File: config.mk
export PLATFORM = sky130hd
export DESIGN_NAME = ahb_default_slave_param_flat
export DESIGN_NICKNAME = d
export VERILOG_FILES = /design/src/rtl/ahb_default_slave_param_if.sv /design/src/rtl/ahb_default_slave_param.sv /design/src/flat_wrapper.sv
export SDC_FILE = /design/constraint.sdc
export NUM_CORES = 1
export LEC_CHECK = 0
export ABC_CLOCK_PERIOD_IN_PS = 2600
export CORE_MARGIN = 5
export CORE_UTILIZATION = 37
export CTS_CLUSTER_DIAMETER = 200
export DETAILED_ROUTE_END_ITERATION = 10
export MAX_ROUTING_LAYER = met4
export PLACE_DENSITY = 0.84
export SYNTH_ARGS = -nofsm -noshare
export SYNTH_HDL_FRONTEND = slang
export SYNTH_SLANG_ARGS = --single-unit
File: constraint.sdc
create_clock -name HCLK -period 2.6 [get_ports HCLK]
set_input_delay 0.39 -clock HCLK [delete_from_list [all_inputs] [get_ports HCLK]]
set_output_delay 0.39 -clock HCLK [all_outputs]
set_load 0.02 [all_outputs]
File: src/rtl/ahb_default_slave_param_if.sv
// ---------------------------------------------------------------------------
// ahb_default_slave_param_if
// AHB-Lite slave-side signal bundle for the default slave.
//   Address phase : HSEL, HADDR, HTRANS, HWRITE, HSIZE, HBURST, HREADYin
//   Data phase    : HWDATA (in), HRDATA, HRESP, HREADYout (out)
// Modports:
//   slave  - seen by the default slave (bus inputs in, responses out)
//   master - seen by whatever drives the bus (decoder/mux side, testbench)
// ---------------------------------------------------------------------------
interface ahb_default_slave_param_if #(
   parameter int ADDR_WIDTH = 32,
   parameter int DATA_WIDTH = 32
);
   logic                  HSEL;
   logic [ADDR_WIDTH-1:0] HADDR;
   logic [1:0]            HTRANS;
   logic                  HWRITE;
   logic [2:0]            HSIZE;
   logic [2:0]            HBURST;
   logic [DATA_WIDTH-1:0] HWDATA;
   logic [DATA_WIDTH-1:0] HRDATA;
   logic [1:0]            HRESP;
   logic                  HREADYin;
   logic                  HREADYout;

   modport slave (
      input  HSEL, HADDR, HTRANS, HWRITE, HSIZE, HBURST, HWDATA, HREADYin,
      output HRDATA, HRESP, HREADYout
   );

   modport master (
      output HSEL, HADDR, HTRANS, HWRITE, HSIZE, HBURST, HWDATA, HREADYin,
      input  HRDATA, HRESP, HREADYout
   );
endinterface

File: src/rtl/ahb_default_slave_param.sv
// ---------------------------------------------------------------------------
// ahb_default_slave_param
// AHB-Lite default slave: answers every transfer routed to unmapped address
// space. Inserts WAIT_STATES OKAY wait cycles, then either the two-cycle
// ERROR response (ERR_RESP=1) or a plain OKAY completion (ERR_RESP=0).
// Every accepted transfer is logged (address, direction, size) and counted
// on a debug/interrupt sideband.
// Ports:
//   HCLK, HRESETn - bus clock, asynchronous active-low reset
//   ahb           - AHB-Lite slave bundle (HRDATA is the constant RDATA_FILL,
//                   HRESP/HREADYout are registered; HWDATA/HBURST unused)
//   err_clr       - synchronous pulse clearing err_irq and err_count
//   err_irq       - level, set by any logged access
//   err_addr      - HADDR of the last logged access
//   err_write     - HWRITE of the last logged access
//   err_size      - HSIZE of the last logged access
//   err_count     - saturating count of logged accesses
// ---------------------------------------------------------------------------
module ahb_default_slave_param #(
   parameter int                    ADDR_WIDTH  = 32,
   parameter int                    DATA_WIDTH  = 32,
   parameter int                    WAIT_STATES = 0,
   parameter bit                    ERR_RESP    = 1'b1,
   parameter logic [DATA_WIDTH-1:0] RDATA_FILL  = '0,
   parameter int                    CNT_WIDTH   = 8
) (
   input  logic                       HCLK,
   input  logic                       HRESETn,
   ahb_default_slave_param_if.slave   ahb,
   input  logic                       err_clr,
   output logic                       err_irq,
   output logic [ADDR_WIDTH-1:0]      err_addr,
   output logic                       err_write,
   output logic [2:0]                 err_size,
   output logic [CNT_WIDTH-1:0]       err_count
);

   localparam logic [1:0] ST_IDLE = 2'd0;
   localparam logic [1:0] ST_WAIT = 2'd1;
   localparam logic [1:0] ST_ERR1 = 2'd2;

   localparam logic [1:0] RESP_OKAY  = 2'b00;
   localparam logic [1:0] RESP_ERROR = 2'b01;

   // The counter is loaded with N-1 on accept so WAIT lasts exactly N cycles.
   localparam logic [3:0] WAIT_LOAD = (WAIT_STATES > 0) ? 4'(WAIT_STATES - 1) : 4'd0;
   localparam logic [CNT_WIDTH-1:0] CNT_MAX = {CNT_WIDTH{1'b1}};

   logic [1:0] state, state_nxt;
   logic [3:0] cnt, cnt_nxt;
   logic       ready_q, ready_nxt;
   logic [1:0] resp_q, resp_nxt;
   logic       final_step;
   logic       accept;

   // Only IDLE samples the address phase; WAIT and ERR1 ignore HSEL/HTRANS.
   // The final HREADYout=1 cycle is already IDLE, so a pipelined follow-on
   // transfer is accepted at the edge that ends the current data phase.
   assign accept = (state == ST_IDLE) & ahb.HSEL & ahb.HREADYin & ahb.HTRANS[1];

   always_comb begin
      // NOTE: every signal driven here gets a default first, so no path
      // through the case can leave it unassigned and infer a latch.
      state_nxt  = state;
      cnt_nxt    = cnt;
      ready_nxt  = ready_q;
      resp_nxt   = resp_q;
      final_step = 1'b0;

      case (state)
         ST_IDLE: begin
            ready_nxt = 1'b1;
            resp_nxt  = RESP_OKAY;
            if (accept) begin
               if (WAIT_STATES > 0) begin
                  state_nxt = ST_WAIT;
                  cnt_nxt   = WAIT_LOAD;
                  ready_nxt = 1'b0;
               end else begin
                  final_step = 1'b1;
               end
            end
         end
         ST_WAIT: begin
            // Outputs hold at 0/OKAY while counting down.
            if (cnt != 4'd0) cnt_nxt = cnt - 4'd1;
            else             final_step = 1'b1;
         end
         ST_ERR1: begin
            // Second ERROR cycle: HREADYout rises while HRESP stays ERROR.
            state_nxt = ST_IDLE;
            ready_nxt = 1'b1;
            resp_nxt  = RESP_ERROR;
         end
         default: begin
            state_nxt = ST_IDLE;
            ready_nxt = 1'b1;
            resp_nxt  = RESP_OKAY;
         end
      endcase

      if (final_step) begin
         if (ERR_RESP) begin
            state_nxt = ST_ERR1;
            ready_nxt = 1'b0;
            resp_nxt  = RESP_ERROR;
         end else begin
            state_nxt = ST_IDLE;
            ready_nxt = 1'b1;
            resp_nxt  = RESP_OKAY;
         end
      end
   end

   always_ff @(posedge HCLK or negedge HRESETn) begin
      // NOTE: non-blocking assignments so every register samples the values
      // from before this edge, independent of statement order.
      if (!HRESETn) begin
         state   <= ST_IDLE;
         cnt     <= 4'd0;
         ready_q <= 1'b1;
         resp_q  <= RESP_OKAY;
      end else begin
         state   <= state_nxt;
         cnt     <= cnt_nxt;
         ready_q <= ready_nxt;
         resp_q  <= resp_nxt;
      end
   end

   // Access log and sideband. An accept coinciding with err_clr wins: the
   // count restarts at one instead of being cleared. err_clr leaves the
   // captured address/direction/size alone.
   always_ff @(posedge HCLK or negedge HRESETn) begin
      if (!HRESETn) begin
         err_irq   <= 1'b0;
         err_addr  <= '0;
         err_write <= 1'b0;
         err_size  <= 3'd0;
         err_count <= '0;
      end else if (accept) begin
         err_irq   <= 1'b1;
         err_addr  <= ahb.HADDR;
         err_write <= ahb.HWRITE;
         err_size  <= ahb.HSIZE;
         if (err_clr)                    err_count <= CNT_WIDTH'(1);
         else if (err_count != CNT_MAX)  err_count <= err_count + CNT_WIDTH'(1);
      end else if (err_clr) begin
         err_irq   <= 1'b0;
         err_count <= '0;
      end
   end

   assign ahb.HREADYout = ready_q;
   assign ahb.HRESP     = resp_q;
   assign ahb.HRDATA    = RDATA_FILL;

   // Write data, burst type and the BUSY/SEQ distinction carry no meaning here.
   logic unused;
   assign unused = &{1'b0, ahb.HBURST, ahb.HWDATA, ahb.HTRANS[0]};

endmodule
File: src/flat_wrapper.sv
// flat-port wrapper written by rule: the top's interface ports become plain ports
module ahb_default_slave_param_flat 
#(
   parameter int                    ADDR_WIDTH  = 32,
   parameter int                    DATA_WIDTH  = 32,
   parameter int                    WAIT_STATES = 0,
   parameter bit                    ERR_RESP    = 1'b1,
   parameter logic [DATA_WIDTH-1:0] RDATA_FILL  = '0,
   parameter int                    CNT_WIDTH   = 8
)
  (HCLK, HRESETn, err_clr, err_irq, err_addr, err_write, err_size, err_count, ahb_HSEL, ahb_HADDR, ahb_HTRANS, ahb_HWRITE, ahb_HSIZE, ahb_HBURST, ahb_HWDATA, ahb_HREADYin, ahb_HRDATA, ahb_HRESP, ahb_HREADYout);
  ahb_default_slave_param_if #(.ADDR_WIDTH(ADDR_WIDTH), .DATA_WIDTH(DATA_WIDTH)) ahb_i ();
  input  logic HCLK;
  input  logic HRESETn;
  input  logic err_clr;
  output logic err_irq;
  output logic [ADDR_WIDTH-1:0] err_addr;
  output logic err_write;
  output logic [2:0] err_size;
  output logic [CNT_WIDTH-1:0] err_count;
  input wire logic [$bits(ahb_i.HSEL)-1:0] ahb_HSEL;
  input wire logic [$bits(ahb_i.HADDR)-1:0] ahb_HADDR;
  input wire logic [$bits(ahb_i.HTRANS)-1:0] ahb_HTRANS;
  input wire logic [$bits(ahb_i.HWRITE)-1:0] ahb_HWRITE;
  input wire logic [$bits(ahb_i.HSIZE)-1:0] ahb_HSIZE;
  input wire logic [$bits(ahb_i.HBURST)-1:0] ahb_HBURST;
  input wire logic [$bits(ahb_i.HWDATA)-1:0] ahb_HWDATA;
  input wire logic [$bits(ahb_i.HREADYin)-1:0] ahb_HREADYin;
  output wire logic [$bits(ahb_i.HRDATA)-1:0] ahb_HRDATA;
  output wire logic [$bits(ahb_i.HRESP)-1:0] ahb_HRESP;
  output wire logic [$bits(ahb_i.HREADYout)-1:0] ahb_HREADYout;
  assign ahb_i.HSEL = ahb_HSEL;
  assign ahb_i.HADDR = ahb_HADDR;
  assign ahb_i.HTRANS = ahb_HTRANS;
  assign ahb_i.HWRITE = ahb_HWRITE;
  assign ahb_i.HSIZE = ahb_HSIZE;
  assign ahb_i.HBURST = ahb_HBURST;
  assign ahb_i.HWDATA = ahb_HWDATA;
  assign ahb_i.HREADYin = ahb_HREADYin;
  assign ahb_HRDATA = ahb_i.HRDATA;
  assign ahb_HRESP = ahb_i.HRESP;
  assign ahb_HREADYout = ahb_i.HREADYout;
  ahb_default_slave_param #(.ADDR_WIDTH(ADDR_WIDTH), .DATA_WIDTH(DATA_WIDTH), .WAIT_STATES(WAIT_STATES), .ERR_RESP(ERR_RESP), .RDATA_FILL(RDATA_FILL), .CNT_WIDTH(CNT_WIDTH)) u_core (.HCLK(HCLK), .HRESETn(HRESETn), .ahb(ahb_i), .err_clr(err_clr), .err_irq(err_irq), .err_addr(err_addr), .err_write(err_write), .err_size(err_size), .err_count(err_count));
endmodule
==> flow_metrics.py <==
metrics = {
    "finish": {
        "nets": 406,
        "drive_above_1_share_pct": 4.57,
        "fin_area_mm2": 0.00310,
        "stdcell_count": 403,
        "antenna_cells": 0,
        "area_delta_synth_final_pct": 41.1,
        "n_fill_cell": 542,
    },
    "clocking": {
        "cts_htree_levels": 2,
        "cts_tree": "built",
        "cts.sinks": 48,
        "clk_pin_slew_worst_paths_ns": 0.08,
        "cts.repair.resized": 0,
        "hold_buffers": 0,
        "clk_latency_ns": 0.29,
        "clock-root-buffer": "clkbuf_8",
        "clockBufferDepth": 2,
        "post_cts_buffers": 0,
        "cts_buffers": 5,
    },
    "sta": {
        "slew_headroom_pct": 30.1,
        "maxSlewViolCount": 0,
        "fin_crit_ns": 1.81,
        "timing.hold.ws_ns": 0.280,
        "skew_ns": 0.00257,
        "final_hold_viol_count": 0,
        "fmax_ghz": 0.552,
        "max_slew.worst_pin.slew_ns": 1.05,
        "rsz0062_at_grt": "false",
        "fin_crit_sh_pct": 69.7,
        "setup_viol": 0,
        "fin_setup_tns_ns": 0,
    },
    "drt": {
        "num_vias": 1767,
        "ant_nets": 0,
        "drtIter0Drc": 75,
        "drt_first_pass_iters": 4,
        "drc": 0,
        "routed_wl_mm": 4.91,
        "via_per_inst": 4.38,
        "drt-wirelength-per-cell_um": 12.2,
    },
    "critical_path": {
        "path_depth": 1,
        "critPathKind": "reg2out",
        "slowest_delay_ns": 0.66,
        "critPathBufInv": 1,
        "cp-end-kind": "output pin",
        "cp.arrival_ns": 1.42,
        "critPathCapture": "err_count[3]",
        "path_max_fanout": 8,
        "worstReg2RegEnd": "u_core.err_count[5]$_DFFE_PN0P_",
        "cp.required_ns": 2.21,
        "cp-start-kind": "flip-flop",
        "path_cells": "clkdlybuf4s50_1",
        "crit_family": "buffers and inverters",
        "rr_worst_depth": 5,
        "r2r_slack_ns": 0.97,
        "worstSetupStartpoint": "u_core.err_count[3]$_DFFE_PN0P_",
        "r2r-start": "u_core.err_count[0]$_DFFE_PN0P_",
        "crit_slowest_cell": "clkdlybuf4s50_1",
    },
    "placed_design": {
        "io_buffers": 88,
        "dp_hpwl_mm": 3.61,
        "place_area_mm2": 0.00301,
        "place_inst": 395,
        "gp_congestion": 0.776,
    },
    "power": {
        "power_w": 0.00194,
        "p_sw_w": 0.000598,
        "power_frac_clock_pct": 23.1,
        "p_per_area_mw_per_mm2": 626,
        "p_sw_share_pct": 30.9,
        "p_int_w": 0.00134,
        "power_frac_seq_pct": 46.7,
        "pwr-share-comb_pct": 30.2,
        "power_leakage_nw": 1.49,
        "peakVddDrop_v": 0.000245,
    },
    "synth": {
        "yosys_register_bits": 48,
        "yosys.area.top_type_share_pct": 53.6,
        "syn_area_per_cell_um2": 9.10,
        "synthArstFlopShare_pct": 100,
        "syn_inst": 241,
        "synth.most_common_cell": "nand2_1",
        "ys_top_cells_by_area": "dfrtp_1, nand2_1, buf_4",
        "ys_seq_area_share_pct": 54.8,
        "syn_area_mm2": 0.00219,
        "ys_types": 29,
        "yosys.area.top_type": "dfrtp_1",
        "synth_edf_count": 0,
        "yosysWarnings": 0,
        "synth_common_cells": "nand2_1, dfrtp_1, buf_4",
        "synth_top_flop_cell": "dfrtp_1",
    },
    "die": {
        "dieWidth_um": 87.0,
        "core_area_mm2": 0.00585,
        "io_pins": 158,
        "num_rows": 28,
        "die_height_um": 87.0,
        "die-area_mm2": 0.00757,
        "start_util_pct": 37.5,
    },
    "run": {
        "maxCapViolations": 0,
    },
    "grt": {
        "antenna_found_initial": 0,
        "grt_pass1_wl_mm": 7.60,
        "grt_pass1_vias": 1642,
        "grt.overflow.total": 0,
        "grt_max_degree": 49,
        "grt_use_total_pct": 12.9,
    },
    "min_path": {
        "hold_class": "in2async",
    },
    "status": {
        "status": "finished clean",
    },
}
through the flow:
step           utilization [%]  setup WS [ns]
4_1_cts                   52.9          0.768
5_1_grt                   52.9          0.706
3_3_place_gp              51.4          0.632
6_report                  52.9          0.788
2_1_floorplan                -          0.972
3_5_place_dp              51.4          0.595
cells in the final DEF (no fill, tap or decap), drive strengths merged, types with 2 or more instances in the layout:
cell type	synthesis	routed
a21oi	3	3
a31oi	2	2
buf	40	4
clkbuf	4	8
clkdlybuf4s50	0	87
conb	1	33
dfrtp	47	47
inv	2	2
nand2	113	113
nand2b	2	2
nand3	2	2
nor2	6	6
nor4	2	2
o21ai	2	2
xnor2	3	3
state kept, by name, summed over array words and instances, names as in the netlist:
signal,count
u_core.err_write,1
u_core.err_count,8
u_core.err_addr,32
u_core.ahb.HRESP,1
u_core.state,1
u_core.err_size,3
u_core.ahb.HREADYout,1
u_core.err_irq,1
cell type report:
cell class	count	area [um2]	area share [%]
timing repair buffer	91	898	29.0
sequential	48	1200	38.8
multi-input combinational	179	801	25.9
tap	75	93.8	3.03
inverter	2	10.0	0.323
clock buffer	8	90.1	2.91
power by group through the flow:
stage	clock network (W)	logic [W]	registers, W
after global routing	0.000497	0.000628	0.000921
after global placement	0	0.000581	0.000915
after detailed placement	0	0.000591	0.000920
final	0.000447	0.000585	0.000905
after CTS	0.000467	0.000593	0.000906
after floorplan	0	0.000179	0.00105
routing by layer:
metal	track usage, %	share of wire [%]
met3	3.69	9.5
met5	-	0
met2	20.4	47
met1	16.3	43
met4	3.40	0.92
kinds of logic after synthesis:
family	count (synthesis)	share of synthesized area [%]
buffers and inverters	46	14.1
DFF	48	54.8
adders and majority gates	1	0.570
xor gates and xnor gates	3	1.20
muxes	1	0.456
other	1	0.171
and+or+nand+nor	129	24.3
AOI/OAI and AO/OA	12	4.34
how the worst min path moves through the flow:
stage,slack (ns),start,depth (start not counted),endpoint
after floorplan,0.09,HRESETn,0,u_core.ahb.HRESP[0]$_DFF_PN0_
after global placement,0.46,u_core.state[1]$_DFFE_PN0P_,1,u_core.ahb.HRESP[0]$_DFF_PN0_
after detailed placement,0.46,u_core.err_addr[0]$_DFFE_PN0P_,2,u_core.err_addr[0]$_DFFE_PN0P_
after CTS,0.32,HRESETn,1,u_core.err_addr[20]$_DFFE_PN0P_
after global routing,0.38,HRESETn,1,u_core.err_addr[20]$_DFFE_PN0P_
final,0.28,HRESETn,1,u_core.err_addr[20]$_DFFE_PN0P_
Note: power is estimated with default switching activity, not from simulation.
